File: src/rtl/axi_lite_pkg.sv
// Shared AXI-lite definitions: response codes, command-master states and default widths.
package axi_lite_pkg;

  localparam int unsigned AXI_ADDR_W        = 32;
  localparam int unsigned AXI_DATA_W        = 32;
  localparam int unsigned AXI_RESP_W        = 2;
  localparam int unsigned AXI_STALL_TIMEOUT = 256;

  typedef enum logic [AXI_RESP_W-1:0] {
    RESP_OKAY   = 2'b00,
    RESP_EXOKAY = 2'b01,
    RESP_SLVERR = 2'b10,
    RESP_DECERR = 2'b11
  } resp_t;

  typedef enum logic [2:0] {
    ST_IDLE  = 3'd0,
    ST_RADDR = 3'd1,
    ST_RDATA = 3'd2,
    ST_WREQ  = 3'd3,
    ST_WRESP = 3'd4,
    ST_RSP   = 3'd5
  } master_state_t;

endpackage

File: src/rtl/axi_lite_if.sv
// AXI-lite bus bundle (AR/R/AW/W/B) with master and slave views.
interface axi_lite_if #(
  parameter int unsigned ADDR_W = 32,
  parameter int unsigned DATA_W = 32
) ();

  logic                awvalid;
  logic                awready;
  logic [ADDR_W-1:0]   awaddr;
  logic                wvalid;
  logic                wready;
  logic [DATA_W-1:0]   wdata;
  logic [DATA_W/8-1:0] wstrb;
  logic                bvalid;
  logic                bready;
  logic [1:0]          bresp;
  logic                arvalid;
  logic                arready;
  logic [ADDR_W-1:0]   araddr;
  logic                rvalid;
  logic                rready;
  logic [DATA_W-1:0]   rdata;
  logic [1:0]          rresp;

  modport master (
    output awvalid, awaddr, wvalid, wdata, wstrb, bready, arvalid, araddr, rready,
    input  awready, wready, bvalid, bresp, arready, rvalid, rdata, rresp
  );

  modport slave (
    input  awvalid, awaddr, wvalid, wdata, wstrb, bready, arvalid, araddr, rready,
    output awready, wready, bvalid, bresp, arready, rvalid, rdata, rresp
  );

endinterface

File: src/rtl/axi_lite_stall_cnt.sv
// Saturating wait-state counter; hit_c flags the edge at which the count reaches TIMEOUT.
module axi_lite_stall_cnt #(
  parameter int unsigned TIMEOUT = 256
) (
  input  logic aclk,
  input  logic areset_n,
  input  logic clear_i,
  input  logic enable_i,
  output logic hit_c
);

  localparam int unsigned       CNT_W = $clog2(TIMEOUT + 1);
  localparam logic [CNT_W-1:0]  LIMIT = CNT_W'(TIMEOUT);

  logic [CNT_W-1:0] cnt_q;
  logic [CNT_W-1:0] cnt_d;

  always_comb begin
    cnt_d = cnt_q;
    if (clear_i) begin
      cnt_d = '0;
    end else if (enable_i && (cnt_q != LIMIT)) begin
      cnt_d = cnt_q + CNT_W'(1);
    end
  end

  always_ff @(posedge aclk) begin
    if (!areset_n) begin
      cnt_q <= '0;
    end else begin
      cnt_q <= cnt_d;
    end
  end

  // High while the count is at or about to reach the limit, so a sticky flag lands with it.
  assign hit_c = enable_i && !clear_i && (cnt_q >= (LIMIT - CNT_W'(1)));

endmodule

File: src/rtl/axi_lite_cmd_master.sv
// Single-outstanding AXI-lite master: turns cmd_* requests into bus reads/writes and returns rsp_*.
module axi_lite_cmd_master
  import axi_lite_pkg::*;
#(
  parameter int unsigned ADDR_W  = AXI_ADDR_W,
  parameter int unsigned DATA_W  = AXI_DATA_W,
  parameter int unsigned TIMEOUT = AXI_STALL_TIMEOUT
) (
  input  logic                  aclk,
  input  logic                  areset_n,
  axi_lite_if.master            m_axi_lite,
  input  logic                  cmd_valid,
  output logic                  cmd_ready,
  input  logic                  cmd_write,
  input  logic [ADDR_W-1:0]     cmd_addr,
  input  logic [DATA_W-1:0]     cmd_wdata,
  input  logic [DATA_W/8-1:0]   cmd_wstrb,
  output logic                  rsp_valid,
  input  logic                  rsp_ready,
  output logic [DATA_W-1:0]     rsp_rdata,
  output logic [AXI_RESP_W-1:0] rsp_resp,
  output logic                  timeout
);

  localparam int unsigned STRB_W = DATA_W / 8;

  master_state_t state_q, state_d;

  logic [ADDR_W-1:0] addr_q, addr_d;
  logic [DATA_W-1:0] wdata_q, wdata_d;
  logic [STRB_W-1:0] wstrb_q, wstrb_d;
  logic              aw_done_q, aw_done_d;
  logic              w_done_q, w_done_d;

  logic              cmd_ready_q, cmd_ready_d;
  logic              arvalid_q, arvalid_d;
  logic [ADDR_W-1:0] araddr_q, araddr_d;
  logic              rready_q, rready_d;
  logic              awvalid_q, awvalid_d;
  logic [ADDR_W-1:0] awaddr_q, awaddr_d;
  logic              wvalid_q, wvalid_d;
  logic [DATA_W-1:0] bus_wdata_q, bus_wdata_d;
  logic [STRB_W-1:0] bus_wstrb_q, bus_wstrb_d;
  logic              bready_q, bready_d;
  logic              rsp_valid_q, rsp_valid_d;
  logic [DATA_W-1:0] rsp_rdata_q, rsp_rdata_d;
  resp_t             rsp_resp_q, rsp_resp_d;
  logic              timeout_q, timeout_d;

  logic              cmd_accept;
  logic              stall_clear;
  logic              stall_enable;
  logic              stall_hit;

  // Next-state and registered-output decode.
  always_comb begin
    state_d     = state_q;
    addr_d      = addr_q;
    wdata_d     = wdata_q;
    wstrb_d     = wstrb_q;
    aw_done_d   = aw_done_q;
    w_done_d    = w_done_q;
    rsp_rdata_d = rsp_rdata_q;
    rsp_resp_d  = rsp_resp_q;
    cmd_accept  = 1'b0;

    unique case (state_q)
      ST_IDLE: begin
        if (cmd_valid) begin
          cmd_accept = 1'b1;
          addr_d     = cmd_addr;
          wdata_d    = cmd_wdata;
          wstrb_d    = cmd_wstrb;
          aw_done_d  = 1'b0;
          w_done_d   = 1'b0;
          state_d    = cmd_write ? ST_WREQ : ST_RADDR;
        end
      end
      ST_RADDR: begin
        if (arvalid_q && m_axi_lite.arready) state_d = ST_RDATA;
      end
      ST_RDATA: begin
        if (rready_q && m_axi_lite.rvalid) begin
          rsp_rdata_d = m_axi_lite.rdata;
          rsp_resp_d  = resp_t'(m_axi_lite.rresp);
          state_d     = ST_RSP;
        end
      end
      ST_WREQ: begin
        // Leave only once both halves were already complete, giving one idle WREQ cycle.
        if (aw_done_q && w_done_q) begin
          state_d = ST_WRESP;
        end else begin
          if (awvalid_q && m_axi_lite.awready) aw_done_d = 1'b1;
          if (wvalid_q && m_axi_lite.wready)   w_done_d  = 1'b1;
        end
      end
      ST_WRESP: begin
        if (bready_q && m_axi_lite.bvalid) begin
          rsp_rdata_d = '0;
          rsp_resp_d  = resp_t'(m_axi_lite.bresp);
          state_d     = ST_RSP;
        end
      end
      ST_RSP: begin
        if (rsp_valid_q && rsp_ready) state_d = ST_IDLE;
      end
      default: state_d = ST_IDLE;
    endcase

    cmd_ready_d = (state_d == ST_IDLE);
    arvalid_d   = (state_d == ST_RADDR);
    araddr_d    = arvalid_d ? addr_d : '0;
    rready_d    = (state_d == ST_RDATA);
    awvalid_d   = (state_d == ST_WREQ) && !aw_done_d;
    awaddr_d    = awvalid_d ? addr_d : '0;
    wvalid_d    = (state_d == ST_WREQ) && !w_done_d;
    bus_wdata_d = wvalid_d ? wdata_d : '0;
    bus_wstrb_d = wvalid_d ? wstrb_d : '0;
    bready_d    = (state_d == ST_WRESP);
    rsp_valid_d = (state_d == ST_RSP);
    timeout_d   = cmd_accept ? 1'b0 : (timeout_q | stall_hit);
  end

  always_ff @(posedge aclk) begin
    if (!areset_n) begin
      state_q     <= ST_IDLE;
      addr_q      <= '0;
      wdata_q     <= '0;
      wstrb_q     <= '0;
      aw_done_q   <= 1'b0;
      w_done_q    <= 1'b0;
      cmd_ready_q <= 1'b1;
      arvalid_q   <= 1'b0;
      araddr_q    <= '0;
      rready_q    <= 1'b0;
      awvalid_q   <= 1'b0;
      awaddr_q    <= '0;
      wvalid_q    <= 1'b0;
      bus_wdata_q <= '0;
      bus_wstrb_q <= '0;
      bready_q    <= 1'b0;
      rsp_valid_q <= 1'b0;
      rsp_rdata_q <= '0;
      rsp_resp_q  <= RESP_OKAY;
      timeout_q   <= 1'b0;
    end else begin
      state_q     <= state_d;
      addr_q      <= addr_d;
      wdata_q     <= wdata_d;
      wstrb_q     <= wstrb_d;
      aw_done_q   <= aw_done_d;
      w_done_q    <= w_done_d;
      cmd_ready_q <= cmd_ready_d;
      arvalid_q   <= arvalid_d;
      araddr_q    <= araddr_d;
      rready_q    <= rready_d;
      awvalid_q   <= awvalid_d;
      awaddr_q    <= awaddr_d;
      wvalid_q    <= wvalid_d;
      bus_wdata_q <= bus_wdata_d;
      bus_wstrb_q <= bus_wstrb_d;
      bready_q    <= bready_d;
      rsp_valid_q <= rsp_valid_d;
      rsp_rdata_q <= rsp_rdata_d;
      rsp_resp_q  <= rsp_resp_d;
      timeout_q   <= timeout_d;
    end
  end

  // Wait-state watchdog restarts on every state change and idles outside bus phases.
  assign stall_clear  = (state_d != state_q);
  assign stall_enable = (state_q == ST_RADDR) || (state_q == ST_RDATA) ||
                        (state_q == ST_WREQ)  || (state_q == ST_WRESP);

  axi_lite_stall_cnt #(
    .TIMEOUT (TIMEOUT)
  ) u_stall_cnt (
    .aclk     (aclk),
    .areset_n (areset_n),
    .clear_i  (stall_clear),
    .enable_i (stall_enable),
    .hit_c    (stall_hit)
  );

  assign cmd_ready          = cmd_ready_q;
  assign rsp_valid          = rsp_valid_q;
  assign rsp_rdata          = rsp_rdata_q;
  assign rsp_resp           = rsp_resp_q;
  assign timeout            = timeout_q;
  assign m_axi_lite.arvalid = arvalid_q;
  assign m_axi_lite.araddr  = araddr_q;
  assign m_axi_lite.rready  = rready_q;
  assign m_axi_lite.awvalid = awvalid_q;
  assign m_axi_lite.awaddr  = awaddr_q;
  assign m_axi_lite.wvalid  = wvalid_q;
  assign m_axi_lite.wdata   = bus_wdata_q;
  assign m_axi_lite.wstrb   = bus_wstrb_q;
  assign m_axi_lite.bready  = bready_q;

endmodule

File: src/flat_wrapper.sv
// flat-port wrapper written by rule: the top's interface ports become plain ports
module axi_lite_cmd_master_flat import axi_lite_pkg::*;
#(
  parameter int unsigned ADDR_W  = AXI_ADDR_W,
  parameter int unsigned DATA_W  = AXI_DATA_W,
  parameter int unsigned TIMEOUT = AXI_STALL_TIMEOUT
)
  (aclk, areset_n, cmd_valid, cmd_ready, cmd_write, cmd_addr, cmd_wdata, cmd_wstrb, rsp_valid, rsp_ready, rsp_rdata, rsp_resp, timeout, m_axi_lite_awvalid, m_axi_lite_awaddr, m_axi_lite_wvalid, m_axi_lite_wdata, m_axi_lite_wstrb, m_axi_lite_bready, m_axi_lite_arvalid, m_axi_lite_araddr, m_axi_lite_rready, m_axi_lite_awready, m_axi_lite_wready, m_axi_lite_bvalid, m_axi_lite_bresp, m_axi_lite_arready, m_axi_lite_rvalid, m_axi_lite_rdata, m_axi_lite_rresp);
  axi_lite_if #(.ADDR_W(ADDR_W), .DATA_W(DATA_W)) m_axi_lite_i ();
  input  logic aclk;
  input  logic areset_n;
  input  logic cmd_valid;
  output logic cmd_ready;
  input  logic cmd_write;
  input  logic [ADDR_W-1:0] cmd_addr;
  input  logic [DATA_W-1:0] cmd_wdata;
  input  logic [DATA_W/8-1:0] cmd_wstrb;
  output logic rsp_valid;
  input  logic rsp_ready;
  output logic [DATA_W-1:0] rsp_rdata;
  output logic [AXI_RESP_W-1:0] rsp_resp;
  output logic timeout;
  output wire logic [$bits(m_axi_lite_i.awvalid)-1:0] m_axi_lite_awvalid;
  output wire logic [$bits(m_axi_lite_i.awaddr)-1:0] m_axi_lite_awaddr;
  output wire logic [$bits(m_axi_lite_i.wvalid)-1:0] m_axi_lite_wvalid;
  output wire logic [$bits(m_axi_lite_i.wdata)-1:0] m_axi_lite_wdata;
  output wire logic [$bits(m_axi_lite_i.wstrb)-1:0] m_axi_lite_wstrb;
  output wire logic [$bits(m_axi_lite_i.bready)-1:0] m_axi_lite_bready;
  output wire logic [$bits(m_axi_lite_i.arvalid)-1:0] m_axi_lite_arvalid;
  output wire logic [$bits(m_axi_lite_i.araddr)-1:0] m_axi_lite_araddr;
  output wire logic [$bits(m_axi_lite_i.rready)-1:0] m_axi_lite_rready;
  input wire logic [$bits(m_axi_lite_i.awready)-1:0] m_axi_lite_awready;
  input wire logic [$bits(m_axi_lite_i.wready)-1:0] m_axi_lite_wready;
  input wire logic [$bits(m_axi_lite_i.bvalid)-1:0] m_axi_lite_bvalid;
  input wire logic [$bits(m_axi_lite_i.bresp)-1:0] m_axi_lite_bresp;
  input wire logic [$bits(m_axi_lite_i.arready)-1:0] m_axi_lite_arready;
  input wire logic [$bits(m_axi_lite_i.rvalid)-1:0] m_axi_lite_rvalid;
  input wire logic [$bits(m_axi_lite_i.rdata)-1:0] m_axi_lite_rdata;
  input wire logic [$bits(m_axi_lite_i.rresp)-1:0] m_axi_lite_rresp;
  assign m_axi_lite_awvalid = m_axi_lite_i.awvalid;
  assign m_axi_lite_awaddr = m_axi_lite_i.awaddr;
  assign m_axi_lite_wvalid = m_axi_lite_i.wvalid;
  assign m_axi_lite_wdata = m_axi_lite_i.wdata;
  assign m_axi_lite_wstrb = m_axi_lite_i.wstrb;
  assign m_axi_lite_bready = m_axi_lite_i.bready;
  assign m_axi_lite_arvalid = m_axi_lite_i.arvalid;
  assign m_axi_lite_araddr = m_axi_lite_i.araddr;
  assign m_axi_lite_rready = m_axi_lite_i.rready;
  assign m_axi_lite_i.awready = m_axi_lite_awready;
  assign m_axi_lite_i.wready = m_axi_lite_wready;
  assign m_axi_lite_i.bvalid = m_axi_lite_bvalid;
  assign m_axi_lite_i.bresp = m_axi_lite_bresp;
  assign m_axi_lite_i.arready = m_axi_lite_arready;
  assign m_axi_lite_i.rvalid = m_axi_lite_rvalid;
  assign m_axi_lite_i.rdata = m_axi_lite_rdata;
  assign m_axi_lite_i.rresp = m_axi_lite_rresp;
  axi_lite_cmd_master #(.ADDR_W(ADDR_W), .DATA_W(DATA_W), .TIMEOUT(TIMEOUT)) u_core (.aclk(aclk), .areset_n(areset_n), .m_axi_lite(m_axi_lite_i), .cmd_valid(cmd_valid), .cmd_ready(cmd_ready), .cmd_write(cmd_write), .cmd_addr(cmd_addr), .cmd_wdata(cmd_wdata), .cmd_wstrb(cmd_wstrb), .rsp_valid(rsp_valid), .rsp_ready(rsp_ready), .rsp_rdata(rsp_rdata), .rsp_resp(rsp_resp), .timeout(timeout));
endmodule
File: config.mk
export PLATFORM = sky130hd
export DESIGN_NAME = axi_lite_cmd_master_flat
export DESIGN_NICKNAME = d
export VERILOG_FILES = /design/src/rtl/axi_lite_pkg.sv /design/src/rtl/axi_lite_if.sv /design/src/rtl/axi_lite_stall_cnt.sv /design/src/rtl/axi_lite_cmd_master.sv /design/src/flat_wrapper.sv
export SDC_FILE = /design/constraint.sdc
export NUM_CORES = 1
export LEC_CHECK = 0
export BUFFER_PORTS_ARGS = -buffer_cell sky130_fd_sc_hd__buf_2
export CORE_MARGIN = 1.5
export CORE_UTILIZATION = 45
export CTS_CLUSTER_DIAMETER = 50
export DETAILED_ROUTE_END_ITERATION = 8
export HOLD_SLACK_MARGIN = 0.15
export PLACE_DENSITY = 0.75
export SYNTH_ARGS = -nofsm -noshare
export SYNTH_HDL_FRONTEND = slang
export SYNTH_SLANG_ARGS = --single-unit
File: constraint.sdc
create_clock -name aclk -period 2.33 [get_ports aclk]
set_input_delay 0.5825 -clock aclk [delete_from_list [all_inputs] [get_ports aclk]]
set_output_delay 0.5825 -clock aclk [all_outputs]
set_load 0.01 [all_outputs]
==> results.md <==
- The run finished with clean final reports.
- The endpoint of the lowest-slack register-to-register path is u_core.m_axi_lite.araddr[31].
- The worst register-to-register path begins at u_core.state_q[1].
- Summed over all cells, the static leakage comes to 4.66 nW.
- The synthesized net count is 869.
- The number of cells on the worst reg-to-reg path is 6.
- For this run, the post-layout net count is 1,122.
- In this run the deepest clock path goes through 3 buffers.
- Of the total power, the share spent switching nets is 0.243.
- From synthesis to final layout, the design area changed by 31.4%.
- The placed instances occupy a cell area of 0.00889 mm².
- The number of resized instances in the post-cts repair step is 0.
- The finished cells cover 0.00965 mm².
- Of the cells placed in the final design, the portion with a size suffix greater than 1 is 0.355.
- The weighted congestion reported at the end of routability-driven placement is 0.788.
- The flip-flop cell with the highest count after synthesis is sky130_fd_sc_hd__dfxtp_1.
- The share of total power dissipated in the clock network is 0.413.
- The effective utilization at floorplan is 0.461.
- The cell area after synthesis is 0.00735 mm².
- Wires add up to 16.9 mm.
- The worst hold path begins at m_axi_lite_rdata[24].
- The path with the worst hold slack has its endpoint at u_core.rsp_rdata[24].
- Leaving out filler cells and counting taps, the final layout contains 1,235.
- The number of H-tree levels is 1.
- The wire length on met2 is 8.09 mm.
- The arrival time at the worst endpoint is 2.55 ns.
- Once the clock tree was built, the setup fixing pass inserted 0 buffers.
- The total overflow left after global routing is 0.
- Counting every sink on the clock net gives 224.
- The number of vias per cell after detailed routing is 4.75.
- Entering global routing, the biggest net connects 77 pins.
- The insertion delay to the later sink of the worst-skew pair is 0.50 ns.
- The peak clock frequency supported by timing is 473 MHz.
- The number of CTS-inserted buffers is 25.
- The number of placed I/O pins is 256.
- Along the worst path, the maximum fanout reaches 33.
- The first routing iteration left 275 violations.
- The number of max-cap violations is 0.
- The post-synthesis register bit count is 224.
- After clock tree synthesis, the clock-pin slew on the worst setup and hold paths is 0.06 ns.
- The max-slew violation total from the final report is 0.
- Detailed routing placed a total of 1.23 mm of wire on met3.
- The number of fill cells is 1,368.
- The critical path is of the flop to flop type.
- For the final routed database, the setup TNS stands at 0 ns.
- Yosys printed 0 warnings.
- The reg-to-reg setup timing slack is 0.22 ns.
- The number of distinct standard cells referenced by the synthesized netlist is 47.
- The number of antenna violations at the first check in global routing is 1.
- Traced cell by cell, the critical path runs through nor3b_1 -> nand3_1 -> o2111a_1 -> or3_1 -> buf_12 -> nor2_1.
- The synthesized design contains 0 enable-type register cells.
- Among all stages on the critical path, the largest delay is contributed by sky130_fd_sc_hd__dfxtp_1.
- After layout, the minimum clock period comes to 2.11 ns.
- The number of buffer and inverter instances along the worst setup path is 1.
- The mean post-synth cell area is 9.77 µm².
- The setup clock skew after layout is 0.0183 ns.
- The worst setup path is launched from a flop.
- Setup repair after global routing left no endpoint under its margin.
- Detailed placement finished with a half-perimeter wire length of 11.2 mm.
- The cell chosen for the clock root is sky130_fd_sc_hd__clkbuf_16.
- The most common library cell in the layout ignoring fill and taps is sky130_fd_sc_hd__buf_2.
- The cell count after synthesis is 752.
- The via count of the first global-routing pass came to 5,389.
- The final hold violation count came to 0.
- The post-synthesis sequential area ratio is 0.610.
- The share of flip-flops with an asynchronous set or reset is 0.
- The net switching power figure is 2.14 mW.
- In this run the horizontal extent of the chip is 131 µm.
- The share of total power dissipated in combinational logic is 0.120.
- On the worst path, the slowest cell contributes a delay of 0.52 ns.
- IR analysis of the VDD net gives a maximum drop of 0.000490 V.
- Signal routing reaches up to met4.
- The overall global routing resource usage is 0.189.
- In the layout the commonest cells are sky130_fd_sc_hd__buf_2 (255), sky130_fd_sc_hd__dfxtp_1 (224), sky130_fd_sc_hd__nand2_1 (118), sky130_fd_sc_hd__nor2_1 (110).
- In the routed design, unresolved DRC markers number 0.
- For this run, the detailed router's first-pass iteration total came to 4.
- During placement, the flow inserted port buffers numbering 255.
- The class of the worst hold path is input port to flop.
- The global-route wire length before repair is 25.8 mm.
- The height of the chip is 131 µm.
- In this design, the largest share of critical-path delay is due to simple AND/OR/NAND/NOR gates.
- Cell internal power was estimated by the tool at 6.66 mW.
- The sort of element at the end of the critical path is a flop.
- The routed layout has 5,863 vias.
- The detail route stage leaves a number of antenna-violating nets equal to 0.
- The proportion of power drawn by flip-flops and latches is 0.466.
- The normalized max-slew margin is 0.674.
- The total power per unit cell area is 912 mW/mm².
- The clock tree from TritonCTS is done.
- The cell depth of the worst min-delay path is 3.
- The met1 layer wirelength in the final routing is 7.02 mm.
- After detailed routing, the average wire length per cell comes to 13.7 µm.
- In the finished design, the share of the clock period the worst path needs comes to 0.907.
- For the worst setup path, the data required time is 2.77 ns.
- The hold buffer count at CTS is 0.
- The die covers 0.0171 mm².
- The floorplan has 46 rows.
- The number of endpoints failing setup at the final stage is 0.
- For the pin with the worst max-slew slack, the measured transition is 0.488 ns.
- After floorplanning, the core was sized to cover 0.0159 mm².
- The placed cell count is 1,194.
-- tightest hold or removal path: cells and delay by family --
family                 cells  cell delay [ns]
and+or+nand+nor            1             0.08
buffers and inverters      1             0.07
AOI/OAI and AO/OA          1             0.07
-- synthesized netlist by cell type, types with 3 or more instances --
cell / instances / share of area
sky130_fd_sc_hd__and2b_1: 13 / 0.013
sky130_fd_sc_hd__buf_2: 10 / 0.0068
sky130_fd_sc_hd__nor2_2: 10 / 0.0085
sky130_fd_sc_hd__ha_1: 3 / 0.0051
sky130_fd_sc_hd__inv_1: 37 / 0.019
sky130_fd_sc_hd__o21ai_0: 3 / 0.0020
sky130_fd_sc_hd__nand2_1: 118 / 0.060
sky130_fd_sc_hd__dfxtp_1: 224 / 0.61
sky130_fd_sc_hd__nor2_1: 110 / 0.056
sky130_fd_sc_hd__clkbuf_1: 25 / 0.013
sky130_fd_sc_hd__o2111ai_1: 3 / 0.0036
sky130_fd_sc_hd__nor2b_1: 23 / 0.020
sky130_fd_sc_hd__buf_6: 5 / 0.0077
sky130_fd_sc_hd__mux2_2: 32 / 0.049
sky130_fd_sc_hd__nand4_1: 3 / 0.0026
sky130_fd_sc_hd__a22oi_1: 32 / 0.033
sky130_fd_sc_hd__xnor2_1: 5 / 0.0060
sky130_fd_sc_hd__and3_1: 3 / 0.0026
sky130_fd_sc_hd__a21oi_1: 36 / 0.025
sky130_fd_sc_hd__nand4b_1: 3 / 0.0036
sky130_fd_sc_hd__nor3_1: 7 / 0.0048
sky130_fd_sc_hd__buf_1: 4 / 0.0020
sky130_fd_sc_hd__nand3_1: 9 / 0.0061
-- worst max-delay path by stage --
stage | startpoint | to | slack [ns] | depth (start not counted)
floorplan | cmd_valid | u_core.m_axi_lite.araddr[10] | 0.23 | 8
global placement | cmd_valid | u_core.m_axi_lite.araddr[31] | 0.21 | 7
detailed placement | cmd_valid | u_core.m_axi_lite.araddr[31] | 0.20 | 7
CTS | u_core.state_q[2] | u_core.m_axi_lite.araddr[25] | 0.25 | 6
global route | u_core.state_q[1] | u_core.m_axi_lite.araddr[1] | 0.03 | 6
finish | u_core.state_q[1] | u_core.m_axi_lite.araddr[31] | 0.22 | 6
-- metal layers --
layer / up-vias / track usage
met1: 2671 / 0.224
met5: - / 0
met2: 209 / 0.321
li1: 2946 / -
met4: 0 / 0.0860
met3: 37 / 0.0501
-- registers in the layout (all words and copies together) (netlist names), 9 cells and up --
register / count
u_core.m_axi_lite.awaddr: 32
u_core.wdata_q: 32
u_core.m_axi_lite.wdata: 32
u_core.rsp_rdata: 32
u_core.m_axi_lite.araddr: 32
u_core.addr_q: 32
u_core.u_stall_cnt.cnt_q: 9
-- metrics by stage --
stage	util	worst slack, ns	power, mW	hold slack, ns
floorplan	-	0.227	4.85	0.434
global placement	0.557	0.213	5.23	0.440
detailed placement	0.557	0.204	5.25	0.445
CTS	0.605	0.251	8.89	0.318
finish	0.605	0.217	8.80	0.334
global route	0.605	0.0296	9.19	0.323
-- kinds of logic (layout without fill, tap and decap cells) --
family	Yosys count	in the layout	share of synthesized area
XOR/XNOR	7	7	0.00834
adder cells (fa/ha/maj)	3	3	0.00511
AO/OA/AOI/OAI	91	91	0.0848
multiplexers	34	34	0.0518
buffers and inverters	83	349	0.0499
AND/OR/NAND/NOR	310	310	0.190
flip-flops	224	224	0.610
other	0	1	0
-- power by group through the flow --
stage	Combinational, mW	Sequential [mW]	Clock (mW)
floorplan	0.634	4.21	0
global placement	1.05	4.19	0
detailed placement	1.06	4.19	0
CTS	1.07	4.11	3.71
global route	1.17	4.12	3.89
finish	1.06	4.11	3.64
-- area by class of cell --
class / count / area (µm²) / share of cell area
Sequential cell: 224 / 4480 / 0.465
Multi-Input combinational cell: 445 / 2510 / 0.261
Timing Repair Buffer: 272 / 1480 / 0.153
Clock buffer: 32 / 682 / 0.0706
Tap cell: 216 / 270 / 0.0280
Inverter: 37 / 139 / 0.0144
Clock inverter: 8 / 81.3 / 0.00843
Antenna cell: 1 / 2.50 / 0.000259
Power figures use the tool's default switching activity.
